--- src/rtl/stream_to_onchip_writer.sv ---
// stream_to_onchip_writer
// Packs an 8-bit Avalon-ST pixel stream into 32-bit little-endian words and
// writes them through an Avalon-MM write-only master into on-chip RAM.
// Capture is armed per frame by a start pulse. The writer reports busy, a done
// pulse, a sticky overflow flag and the number of words written.
// Optional build macro STREAM_WR_DROP_CNT_EN adds a 16-bit saturating
// drop_count output. It counts beats discarded while busy.
module stream_to_onchip_writer #(
    parameter int ADDR_W = 14,
    parameter int DEPTH  = 15000,
    parameter int BASE   = 0
) (
    input  logic              clk,
    input  logic              reset_n,
    input  logic              start,
    input  logic [7:0]        in_data,
    input  logic              in_valid,
    input  logic              in_sop,
    input  logic              in_eop,
    output logic              in_ready,
    output logic [ADDR_W-1:0] m_address,
    output logic [31:0]       m_writedata,
    output logic [3:0]        m_byteenable,
    output logic              m_write,
    output logic              m_chipselect,
    input  logic              m_waitrequest,
    output logic              busy,
    output logic              done,
    output logic              overflow,
    output logic [ADDR_W:0]   word_count
`ifdef STREAM_WR_DROP_CNT_EN
    ,
    output logic [15:0]       drop_count
`endif
);

    localparam logic [2:0] S_IDLE     = 3'd0;
    localparam logic [2:0] S_WAIT_SOP = 3'd1;
    localparam logic [2:0] S_PACK     = 3'd2;
    localparam logic [2:0] S_FLUSH    = 3'd3;
    localparam logic [2:0] S_DONE     = 3'd4;

    // One extra bit so that the "full" address BASE+DEPTH is representable.
    localparam logic [ADDR_W:0] ADDR_BASE  = (ADDR_W+1)'(BASE);
    localparam logic [ADDR_W:0] ADDR_LIMIT = (ADDR_W+1)'(BASE + DEPTH);

    logic [2:0]      r_state;
    logic [ADDR_W:0] r_addr;
    logic [ADDR_W:0] r_count;
    logic [31:0]     r_pack;
    logic [1:0]      r_k;
    logic [31:0]     r_wdata;
    logic [3:0]      r_be;
    logic            r_write;
    logic            r_overflow;
    logic            r_live;

    logic [2:0]      w_state_next;
    logic [ADDR_W:0] w_addr_next;
    logic [ADDR_W:0] w_count_next;
    logic [31:0]     w_pack_next;
    logic [1:0]      w_k_next;
    logic [31:0]     w_wdata_next;
    logic [3:0]      w_be_next;
    logic            w_write_next;
    logic            w_ovf_next;

    logic            w_wr_done;
    logic            w_stall;
    logic            w_ready;
    logic            w_accept;
    logic            w_store;
    logic [ADDR_W:0] w_addr_eff;
    logic            w_full;
    logic [31:0]     w_merged;

    // Byte enables covering lanes 0..k.
    function automatic logic [3:0] be_upto(input logic [1:0] k);
        case (k)
            2'd0:    be_upto = 4'b0001;
            2'd1:    be_upto = 4'b0011;
            2'd2:    be_upto = 4'b0111;
            default: be_upto = 4'b1111;
        endcase
    endfunction

    assign w_wr_done = r_write & ~m_waitrequest;
    assign w_stall   = r_write & m_waitrequest;

    // The address as it will be once any write completing this cycle retires.
    // A beat accepted now is judged against this, so the full test never lags.
    assign w_addr_eff = r_addr + {{ADDR_W{1'b0}}, w_wr_done};
    assign w_full     = (w_addr_eff == ADDR_LIMIT);

    // Sink readiness per state; held low in IDLE until the first clock after reset.
    always_comb begin
        w_ready = 1'b0;
        case (r_state)
            S_IDLE:     w_ready = r_live;
            S_WAIT_SOP: w_ready = 1'b1;
            S_PACK:     w_ready = ~w_stall;
            default:    w_ready = 1'b0;
        endcase
    end

    assign w_accept = in_valid & w_ready;

    // Beats that carry frame data: the opening sop beat, or any non-sop beat in PACK.
    assign w_store = w_accept & (((r_state == S_WAIT_SOP) & in_sop) |
                                 ((r_state == S_PACK) & ~in_sop));

    // Current pack buffer with the incoming pixel dropped into lane r_k.
    genvar gi;
    generate
        for (gi = 0; gi < 4; gi++) begin : g_lane
            assign w_merged[gi*8 +: 8] = (r_k == 2'(gi)) ? in_data : r_pack[gi*8 +: 8];
        end
    endgenerate

    // Next-state, packing and write-issue logic.
    always_comb begin
        w_state_next = r_state;
        w_addr_next  = w_addr_eff;
        w_count_next = r_count + {{ADDR_W{1'b0}}, w_wr_done};
        w_pack_next  = r_pack;
        w_k_next     = r_k;
        w_wdata_next = r_wdata;
        w_be_next    = r_be;
        w_write_next = w_stall;
        w_ovf_next   = r_overflow;

        case (r_state)
            S_IDLE: begin
                if (start) begin
                    w_state_next = S_WAIT_SOP;
                    w_addr_next  = ADDR_BASE;
                    w_count_next = '0;
                    w_ovf_next   = 1'b0;
                    w_pack_next  = '0;
                    w_k_next     = 2'd0;
                end
            end
            S_WAIT_SOP: begin
                if (w_accept && in_sop) begin
                    w_state_next = S_PACK;
                end
            end
            S_PACK: begin
                // A new sop mid-frame ends this frame. The bytes already packed
                // go out as a partial word, and the sop beat itself is discarded.
                if (w_accept && in_sop) begin
                    if (r_k != 2'd0) begin
                        w_wdata_next = r_pack;
                        w_be_next    = be_upto(r_k - 2'd1);
                        w_write_next = 1'b1;
                    end
                    w_pack_next  = '0;
                    w_k_next     = 2'd0;
                    w_state_next = S_FLUSH;
                end
            end
            S_FLUSH: begin
                if (!w_stall) begin
                    w_state_next = S_DONE;
                end
            end
            S_DONE: begin
                w_state_next = S_IDLE;
            end
            default: begin
                w_state_next = S_IDLE;
            end
        endcase

        if (w_store) begin
            if (r_overflow || w_full) begin
                // The RAM window is exhausted. Discard pixels until eop.
                w_ovf_next = 1'b1;
            end else if ((r_k == 2'd3) || in_eop) begin
                w_wdata_next = w_merged;
                w_be_next    = be_upto(r_k);
                w_write_next = 1'b1;
                w_pack_next  = '0;
                w_k_next     = 2'd0;
            end else begin
                w_pack_next  = w_merged;
                w_k_next     = r_k + 2'd1;
            end
            if (in_eop) begin
                w_state_next = S_FLUSH;
            end
        end
    end

    // State and datapath registers; reset drops m_write immediately.
    always_ff @(posedge clk or negedge reset_n) begin
        if (!reset_n) begin
            r_state    <= S_IDLE;
            r_addr     <= ADDR_BASE;
            r_count    <= '0;
            r_pack     <= '0;
            r_k        <= 2'd0;
            r_wdata    <= '0;
            r_be       <= '0;
            r_write    <= 1'b0;
            r_overflow <= 1'b0;
            r_live     <= 1'b0;
        end else begin
            r_state    <= w_state_next;
            r_addr     <= w_addr_next;
            r_count    <= w_count_next;
            r_pack     <= w_pack_next;
            r_k        <= w_k_next;
            r_wdata    <= w_wdata_next;
            r_be       <= w_be_next;
            r_write    <= w_write_next;
            r_overflow <= w_ovf_next;
            r_live     <= 1'b1;
        end
    end

    assign in_ready     = w_ready;
    assign m_address    = r_addr[ADDR_W-1:0];
    assign m_writedata  = r_wdata;
    assign m_byteenable = r_be;
    assign m_write      = r_write;
    assign m_chipselect = r_write;
    assign busy         = (r_state != S_IDLE);
    assign done         = (r_state == S_DONE);
    assign overflow     = r_overflow;
    assign word_count   = r_count;

`ifdef STREAM_WR_DROP_CNT_EN
    logic [15:0] r_drop_count;
    logic        w_drop;

    assign w_drop = w_accept & (((r_state == S_WAIT_SOP) & ~in_sop) |
                                ((r_state == S_PACK) & (in_sop | r_overflow | w_full)));

    // Saturating count of beats discarded during a capture, cleared by start.
    always_ff @(posedge clk or negedge reset_n) begin
        if (!reset_n) begin
            r_drop_count <= '0;
        end else if ((r_state == S_IDLE) && start) begin
            r_drop_count <= '0;
        end else if (w_drop && (r_drop_count != 16'hFFFF)) begin
            r_drop_count <= r_drop_count + 16'd1;
        end
    end

    assign drop_count = r_drop_count;
`endif

endmodule

--- config.mk ---
export PLATFORM = sky130hd
export DESIGN_NAME = stream_to_onchip_writer
export DESIGN_NICKNAME = d
export VERILOG_FILES = /design/src/rtl/stream_to_onchip_writer.sv
export SDC_FILE = /design/constraint.sdc
export NUM_CORES = 1
export LEC_CHECK = 0
export BUFFER_PORTS_ARGS = -buffer_cell sky130_fd_sc_hd__buf_2
export CORE_UTILIZATION = 30
export DETAILED_ROUTE_END_ITERATION = 8
export GPL_TIMING_DRIVEN = 0
export PLACE_DENSITY_LB_ADDON = 0.05
export SYNTH_ARGS = -nofsm -noshare
export SYNTH_HDL_FRONTEND = slang
export SYNTH_SLANG_ARGS = --single-unit
--- constraint.sdc ---
create_clock -name clk -period 3.7 [get_ports clk]
set_clock_uncertainty 0.2 [all_clocks]
set_input_delay 0.74 -clock clk [delete_from_list [all_inputs] [get_ports clk]]
set_output_delay 0.74 -clock clk [all_outputs]
set_load 0.005 [all_outputs]
==> results of run 1 <==
==> cell families (layout without fill, tap and decap cells) <==
kind of cell,Yosys count,after routing
xor+xnor,23,23
compound gates,100,100
other cells,1,1
mux,11,11
flops,106,106
fa+ha+maj,9,9
simple gates,162,162
buf+inv,48,153
==> metal layers <==
metal	vias to the layer above	global-route usage (%)	routed length [µm]
li1	1878	-	-
met1	1955	22.8	6680
met2	84	26.3	6450
met3	13	2.31	490
met4	0	5.94	215
met5	-	0	0
==> flip-flops by register name, indices dropped and copies added, names as in the netlist <==
signal        flops
m_byteenable      4
m_chipselect      1
m_writedata      32
overflow          1
r_addr           15
r_k               2
r_live            1
r_pack           32
r_state           3
word_count       15
==> where the power goes <==
part,switching (mW),internal (mW)
Sequential,0.114,1.33
Clock,0.442,0.562
Combinational,0.627,0.414
==> final cells by class <==
class	instances	area, µm²	area share (%)
inverter	10	37.5	0.601
tap	220	275	4.41
clock inverter	4	50.0	0.802
clock buffer	12	256	4.11
multi-input combinational	306	2260	36.2
timing repair buffer	90	489	7.84
buffer	37	218	3.49
sequential	106	2650	42.5
==> layout by cell type, fill, tap and decap left out, types with 4 or more instances in the layout <==
cell       instances
xnor2_1            7
nand3_1           10
clkbuf_16          9
a211oi_1           4
a32o_1            24
clkbuf_1          15
ha_1               7
xor2_1            16
nor3_1             8
or3_1              4
a221o_1           24
nor2_1            49
inv_1             10
and2_1             4
mux2i_1            8
nand2_1           29
a21oi_1            7
buf_2             87
and3_1            23
o21ai_0            4
nand4_1            6
o21a_1             9
buf_4             19
nor2b_1           10
dfrtp_1          106
==> how the worst max path moves through the flow <==
stage                       start         endpoint  cells past startpoint
floorplan           m_waitrequest  m_writedata[24]                     10
global placement    m_waitrequest        r_pack[4]                     10
detailed placement  m_waitrequest        r_pack[4]                     10
CTS                 m_waitrequest  m_writedata[20]                     12
global route        m_waitrequest  m_writedata[21]                     12
finish              m_waitrequest  m_writedata[31]                     12
==> timing repair <==
item,in CTS,in global routing
setup buffers,4,0
endpoints found under the setup margin,64,56
pin swaps,4,2
resized for setup,9,12
==> flow_metrics.py, run 1 <==
metrics = {
    "die": {
        "start_util_pct": 30.7,
        "num_io_pins": 86,
        "num_rows": 47,
        "dieHeight_um": 132,
        "die_x_um": 132,
        "dieArea_um2": 17500,
        "coreArea_um2": 16600,
    },
    "global_route": {
        "grt_pass1_wl_mm": 22.2,
        "overflow": 0,
        "grt_use_total_pct": 16.5,
        "antenna_found_initial": 0,
        "grt_pass1_vias": 3934,
        "grt_max_degree": 61,
    },
    "placement": {
        "place_inst": 766,
        "gp_congestion": 0.751,
        "io_buffers": 85,
        "place_hpwl_mm": 9.45,
        "placed_area_um2": 5840,
        "dp_slack_ns": -0.507,
    },
    "yosys": {
        "synth_edf_count": 0,
        "yosys.area.top_type": "dfrtp_1",
        "syn_area_um2": 5090,
        "synth_fp_nets": 484,
        "ys_seq_area_share_pct": 52.1,
        "ys.flop_type": "dfrtp_1",
        "synth_top_family_by_area": "compound AO/OA/AOI/OAI gates",
        "synth.top_cell.area_share_pct": 52.1,
        "synth_compound_area_share_pct": 18.5,
        "muxShareOfSynthArea_pct": 2.24,
        "ys_types": 58,
        "synth-xor-area-share_pct": 3.95,
        "async_flop_share_pct": 100,
        "avgSynthCellArea_um2": 11.1,
        "yosysWarnings": 0,
        "synth_common_cells": "dfrtp_1, nor2_1, nand2_1",
        "ys_ff_latch": 106,
        "synthAdderAreaFrac_pct": 2.21,
        "yosysMostFrequentCell": "dfrtp_1",
        "synthesis.instances": 460,
        "synth.area.top_cells": "dfrtp_1, a221o_1, a32o_1, nor2_1, and3_1",
        "yosys.area_share.simple_pct": 16.0,
    },
    "critical_path": {
        "critPathLaunchType": "input pin",
        "ff2ff_path_depth": 11,
        "ff2ff_setup_slack_ns": 0.16,
        "cp_top_family": "compound AO/OA/AOI/OAI gates",
        "slowest_delay_ns": 0.52,
        "reg2reg_from": "m_chipselect",
        "crit_fanout": 10,
        "worstReg2RegEnd": "m_writedata[31]",
        "crit_required_ns": 3.74,
        "crit_type": "input pin to register",
        "cp_common_cell": "a211oi_4",
        "crit_chain": "buf_2 -> nor2b_4 -> ha_4 -> ha_2 -> or4_1 -> a2111o_1 -> a211oi_4 -> buf_4 -> a211oi_4 -> buf_6 -> a21o_4 -> a221o_1",
        "worstPathArrival_ns": 3.61,
        "endpoint_kind": "register",
        "cp_slowest_cell": "or4_1",
        "crit_buf_inv": 3,
    },
    "pwr": {
        "report.power.total_mw": 3.49,
        "vdd_drop_max_v": 0.000274,
        "total_leakage_power_nw": 3.07,
        "power_density_nw_per_um2": 559,
    },
    "cts": {
        "clockBufferDepth": 2,
        "clock_latency_ns": 0.35,
        "root_buffer": "clkbuf_16",
        "clk_pin_slew_ns": 0.07,
        "htreeDepth": 3,
        "cts_buffers": 9,
        "cts_tree": "built",
        "cts-hold-fix-buffers": 0,
        "cts.sinks": 106,
    },
    "cells_and_area": {
        "nFillCells": 1668,
        "post-route-cell-area_um2": 6240,
        "area_delta_synth_final_pct": 22.5,
        "fin_nets": 584,
        "utilization_pct": 37.6,
        "num_antenna_cells": 0,
        "instances_no_fill": 785,
        "drive_gt1_share_pct": 27.8,
    },
    "timing": {
        "final-setup-viol-count": 0,
        "fin_crit_sh_pct": 96.7,
        "max_slew_margin_pct": 49.6,
        "hold_viol_final": 0,
        "rsz0062_at_grt": "no",
        "setup_ws_ns": 0.120,
        "period_needed_ns": 3.58,
        "max_freq_mhz": 279,
        "slew_viol_final": 0,
        "setup_tns_ns": 0,
        "hold_ws_ns": 0.110,
        "tightest_slew_ns": 0.756,
    },
    "drt": {
        "viasPerCell": 5.01,
        "firstDrtPassIters": 4,
        "drcViolationCount": 0,
        "wl_per_cell_um": 17.6,
        "routed_wl_mm": 13.8,
        "drtAntennaViolNets": 0,
        "initialDrtViolationCount": 208,
        "vias": 3930,
    },
    "job": {
        "drv_cap": 0,
    },
    "outcome": {
        "outcome": "completed",
    },
    "min_path": {
        "hp-class": "input pin to async pin",
    },
}
(Power assumes the default switching activity.)
==> run 2: changes to the inputs <==
Settings changed: BUFFER_PORTS_ARGS -buffer_cell sky130_fd_sc_hd__buf_2 to -buffer_cell sky130_fd_sc_hd__buf_4.
==> run 2 against run 1 <==
Flip-flop and latch count unchanged; cell count increased by 0.38%; non-clock buffer count increased by 3; sequential power about the same; fmax increased by 0.75%; critical endpoint is now m_writedata[20].
==> flow_metrics.py, run 2 (synthesis results as in run 1) <==
metrics = {
    "global_route": {
        "met1_usage_pct": 22.5,
        "grt_pass1_wl_mm": 22.5,
        "grt_use_met2_pct": 27.1,
        "top_usage_layer": "met2",
        "grt_use_total_pct": 16.6,
        "grt_max_degree": 69,
        "gr-usage-met3_pct": 2.42,
        "overflow": 0,
        "grt_pass1_vias": 4061,
        "antenna_found_initial": 0,
    },
    "pwr": {
        "power_density_nw_per_um2": 549,
        "vdd_drop_max_v": 0.000278,
        "total_leakage_power_nw": 3.10,
        "report.power.total_mw": 3.54,
    },
    "drt": {
        "vias": 3974,
        "routed_wl_mm": 14.0,
        "drcViolationCount": 0,
        "wl_per_cell_um": 17.8,
        "drtAntennaViolNets": 0,
        "initialDrtViolationCount": 172,
        "viasPerCell": 5.04,
        "firstDrtPassIters": 4,
    },
    "cells_and_area": {
        "area_delta_synth_final_pct": 26.6,
        "multi_input_area_um2": 2250,
        "utilization_pct": 38.9,
        "nFillCells": 1675,
        "layout_common_cells": "buf_4, dfrtp_1, nor2_1",
        "fin_nets": 587,
        "num_antenna_cells": 0,
        "drive_gt1_share_pct": 26.9,
        "post-route-cell-area_um2": 6450,
        "instances_no_fill": 788,
        "register_area_um2": 2650,
    },
    "cts": {
        "root_buffer": "clkbuf_16",
        "cts_buffers": 9,
        "cts.sinks": 106,
        "cts_tree": "built",
        "clock_latency_ns": 0.35,
        "clk_pin_slew_ns": 0.07,
        "htreeDepth": 3,
        "clockBufferDepth": 2,
    },
    "placement": {
        "gp_congestion": 0.771,
        "place_inst": 766,
        "placed_area_um2": 6050,
        "dp_slack_ns": -0.518,
        "io_buffers": 85,
        "place_hpwl_mm": 9.65,
    },
    "critical_path": {
        "worstPathArrival_ns": 3.59,
        "critPathLaunchType": "input pin",
        "ff2ff_setup_slack_ns": 0.21,
        "crit_required_ns": 3.73,
        "ff2ff_path_depth": 11,
        "crit_fanout": 10,
        "worstReg2RegEnd": "m_writedata[20]",
        "reg2reg_from": "m_chipselect",
        "crit_type": "input pin to register",
        "endpoint_kind": "register",
    },
    "die": {
        "coreArea_um2": 16600,
        "start_util_pct": 30.7,
        "num_io_pins": 86,
        "num_rows": 47,
        "dieArea_um2": 17500,
        "dieHeight_um": 132,
        "die_x_um": 132,
    },
    "timing": {
        "slew_viol_final": 0,
        "setup_tns_ns": 0,
        "max_freq_mhz": 281,
        "tightest_slew_ns": 0.827,
        "hold_viol_final": 0,
        "max_slew_margin_pct": 44.9,
        "period_needed_ns": 3.55,
        "fin_crit_sh_pct": 96.0,
        "final-setup-viol-count": 0,
        "setup_ws_ns": 0.147,
        "rsz0062_at_grt": "no",
        "hold_ws_ns": 0.0958,
    },
    "outcome": {
        "outcome": "completed",
    },
    "job": {
        "drv_cap": 0,
    },
    "min_path": {
        "hp-class": "input pin to async pin",
    },
}
[run 2: cell types whose count changed in the layout (fill, tap and decap cells not counted), sizes merged]
| cell | previous run | this run |
|---|---|---|
| buf | 110 | 112 |
| clkbuf | 29 | 30 |
| clkinv | 1 | 2 |
| clkinvlp | 2 | 1 |
[run 2: timing repair]
| action | in CTS | in global routing |
|---|---|---|
| buffers inserted | 3 | 3 |
| setup endpoints to repair | 63 | 61 |
| pin swaps | 4 | 3 |
| resized for setup | 8 | 9 |
| hold endpoints to repair | 0 | 0 |
| hold buffers | 0 | 0 |
[run 2: power by group]
| part | switching (mW) | internal, mW | leakage [nW] |
|---|---|---|---|
| clock | 0.439 | 0.545 | 0.143 |
| combinational | 0.629 | 0.485 | 1.49 |
| sequential | 0.117 | 1.33 | 1.46 |
| total | 1.19 | 2.36 | 3.10 |
[run 2: worst max-delay path by stage]
stage                  startpoint               to  slack [ns]  depth (start not counted)
floorplan           m_waitrequest  m_writedata[24]        0.07                         10
global placement    m_waitrequest        r_pack[4]       -0.51                         10
detailed placement  m_waitrequest       r_pack[12]       -0.52                         10
CTS                 m_waitrequest  m_writedata[30]        0.01                         11
global route        m_waitrequest       r_pack[15]        0.03                         12
finish              m_waitrequest  m_writedata[20]        0.15                         12
[run 2: final cells by class]
type / instances / area share, %
clock inverters: 4 / 0.795
well taps: 220 / 4.27
plain buffers: 38 / 3.41
clock buffers: 12 / 3.82
repair buffers: 92 / 11.1
multi-input cells: 306 / 34.9
inverters: 10 / 0.582
flip-flops and latches: 106 / 41.1
[run 2: per-layer routing]
| layer | part of all wire [%] | routed length [µm] |
|---|---|---|
| met1 | 49 | 6870 |
| met2 | 47 | 6590 |
| met5 | 0 | 0 |
| met4 | 1.0 | 145 |
| met3 | 3.0 | 414 |
[run 2: worst max-delay path: stages]
cell,delay (ns)
buf_4,0.13
nor2b_4,0.14
ha_4,0.17
ha_2,0.27
or4_1,0.53
a2111o_1,0.33
a211oi_4,0.28
a211oi_4,0.15
buf_4,0.18
buf_2,0.19
and3_1,0.20
a221o_1,0.26
==> run 3: changes to the inputs <==
Settings changed: ABC_AREA set to 1, PLACE_DENSITY set to 0.56, PLACE_DENSITY_LB_ADDON 0.05 to unset.
==> run 3 against run 2 <==
Worst setup slack improved by 0.61 ns; via count up 39%; design area rose by 14%; cell count grew 52%; critical path depth grew 5; clock power fell by 5.1%; synthesized area increased by 20%; non-clock buffer count grew 5; first-iteration DRC count is 140% higher; critical path type unchanged.
==> flow_metrics.py, run 3 <==
metrics = {
    "timing": {
        "max_slew_margin_pct": 58.5,
        "period_needed_ns": 2.94,
        "hold_viol_final": 0,
        "setup_tns_ns": 0,
        "setup_ws_ns": 0.759,
        "tightest_slew_ns": 0.622,
        "final-setup-viol-count": 0,
        "rsz0062_at_grt": "no",
        "max_freq_mhz": 340,
        "fin_crit_sh_pct": 79.5,
        "slew_viol_final": 0,
    },
    "yosys": {
        "yosysWarnings": 0,
        "muxShareOfSynthArea_pct": 0,
        "yosys.area_share.simple_pct": 34.3,
        "synth_top_family_by_area": "simple AND/OR/NAND/NOR gates",
        "ys_types": 34,
        "synth_edf_count": 0,
        "syn_area_um2": 6100,
        "ys.flop_type": "dfrtp_1",
        "yosysMostFrequentCell": "nand2_1",
        "synth.area.top_cells": "dfrtp_1, nand2_1, o21ai_0, nand3_1, inv_1",
        "synthesis.instances": 834,
        "synth-xor-area-share_pct": 0.287,
        "yosys.area.top_type": "dfrtp_1",
        "async_flop_share_pct": 100,
        "synthAdderAreaFrac_pct": 1.85,
        "avgSynthCellArea_um2": 7.31,
        "ys_seq_area_share_pct": 43.5,
        "ys_ff_latch": 106,
        "synth_common_cells": "nand2_1, dfrtp_1, o21ai_0",
        "synth_compound_area_share_pct": 9.37,
        "synth.top_cell.area_share_pct": 43.5,
        "synth_fp_nets": 858,
    },
    "die": {
        "start_util_pct": 30.9,
        "num_io_pins": 86,
        "num_rows": 51,
        "dieArea_um2": 20900,
        "coreArea_um2": 19700,
        "die_x_um": 145,
        "dieHeight_um": 145,
    },
    "cells_and_area": {
        "final_common_cell": "nand2_1",
        "layout_common_cells": "nand2_1, dfrtp_1, buf_4",
        "fin_nets": 954,
        "area_delta_synth_final_pct": 20.9,
        "num_antenna_cells": 0,
        "drive_gt1_share_pct": 17.3,
        "instances_no_fill": 1200,
        "utilization_pct": 37.4,
        "post-route-cell-area_um2": 7370,
    },
    "cts": {
        "htreeDepth": 3,
        "cts_buffers": 9,
        "cts.sinks": 106,
        "cts_setup_buffers": 0,
        "clk_pin_slew_ns": 0.07,
        "cts_resized": 0,
        "cts_tree": "built",
        "clock_latency_ns": 0.36,
        "cts-hold-fix-buffers": 0,
        "root_buffer": "clkbuf_16",
        "clockBufferDepth": 2,
    },
    "global_route": {
        "grt_max_degree": 71,
        "overflow": 0,
        "grt_use_total_pct": 16.9,
        "grt_pass1_vias": 5252,
        "antenna_found_initial": 0,
        "grt_pass1_wl_mm": 27.0,
    },
    "pwr": {
        "total_leakage_power_nw": 3.91,
        "vdd_drop_max_v": 0.000249,
        "power_density_nw_per_um2": 492,
    },
    "critical_path": {
        "reg2reg_from": "m_chipselect",
        "worstPathArrival_ns": 2.99,
        "crit_required_ns": 3.75,
        "ff2ff_setup_slack_ns": 0.81,
        "endpoint_kind": "register",
        "ff2ff_path_depth": 17,
        "worstReg2RegEnd": "m_writedata[29]",
        "critPathLaunchType": "input pin",
        "crit_type": "input pin to register",
        "crit_fanout": 10,
    },
    "drt": {
        "routed_wl_mm": 16.5,
        "drtAntennaViolNets": 0,
        "firstDrtPassIters": 5,
        "vias": 5540,
        "initialDrtViolationCount": 413,
        "viasPerCell": 4.62,
        "drcViolationCount": 0,
        "wl_per_cell_um": 13.8,
    },
    "placement": {
        "place_inst": 1184,
        "placed_area_um2": 7090,
        "dp_slack_ns": 0.377,
        "place_hpwl_mm": 11.9,
        "io_buffers": 84,
        "gp_congestion": 0.811,
    },
    "min_path": {
        "hp-class": "input pin to async pin",
    },
    "job": {
        "drv_cap": 0,
    },
    "outcome": {
        "outcome": "completed",
    },
}
run 3: area by class of cell:
| cell class | instances | area, µm² |
|---|---|---|
| fillers | 2046 | 12300 |
| multi-input cells | 604 | 2800 |
| flip-flops and latches | 106 | 2650 |
| repair buffers | 85 | 662 |
| plain buffers | 50 | 372 |
| well taps | 265 | 332 |
| inverters | 74 | 279 |
| clock buffers | 10 | 239 |
| clock inverters | 6 | 40.0 |
run 3: critical path, cell delays in order:
cell	delay (ns)
buf_4	0.11
nor2_1	0.14
ha_1	0.23
ha_1	0.26
nand3_2	0.14
nor2_4	0.17
nand3_1	0.11
nand2_1	0.10
nor2_2	0.04
nand2_1	0.07
nor2_2	0.04
nand2_2	0.10
buf_6	0.16
nand4_4	0.21
buf_6	0.23
nand2_1	0.07
nand2_1	0.05
run 3: routing by layer:
| layer | GRT usage (%) | vias to the layer above | share of wire (%) |
|---|---|---|---|
| li1 | - | 2841 | - |
| met1 | 22.4 | 2575 | 47 |
| met4 | 6.65 | 0 | 1.8 |
| met2 | 27.3 | 105 | 46 |
| met3 | 2.88 | 19 | 4.7 |
| met5 | 0 | - | 0 |
run 3: per-stage QoR:
stage,hold slack (ns),power (mW)
3_5_place_dp,0.270,2.74
3_3_place_gp,0.262,2.73
6_report,0.0755,3.63
5_1_grt,0.0983,3.89
4_1_cts,0.0820,3.68
2_1_floorplan,0.244,2.20
run 3: logic make-up after synthesis:
| logic type | after synthesis |
|---|---|
| fa+ha+maj | 9 |
| other cells | 1 |
| xor+xnor | 2 |
| compound gates | 110 |
| buf+inv | 124 |
| simple gates | 482 |
| flops | 106 |
run 3: worst max-delay path by stage:
| stage | from | end | slack (ns) |
|---|---|---|---|
| 2_1_floorplan | m_waitrequest | r_pack[10] | 0.91 |
| 3_3_place_gp | m_waitrequest | m_writedata[3] | 0.40 |
| 3_5_place_dp | m_waitrequest | m_writedata[1] | 0.38 |
| 4_1_cts | m_waitrequest | m_writedata[29] | 0.75 |
| 5_1_grt | m_waitrequest | m_writedata[30] | 0.48 |
| 6_report | m_waitrequest | m_writedata[29] | 0.76 |
run 3: power breakdown:
part	switching [mW]	internal, mW	total, mW
clock	0.458	0.476	0.934
sequential	0.121	1.35	1.47
combinational	0.744	0.484	1.23
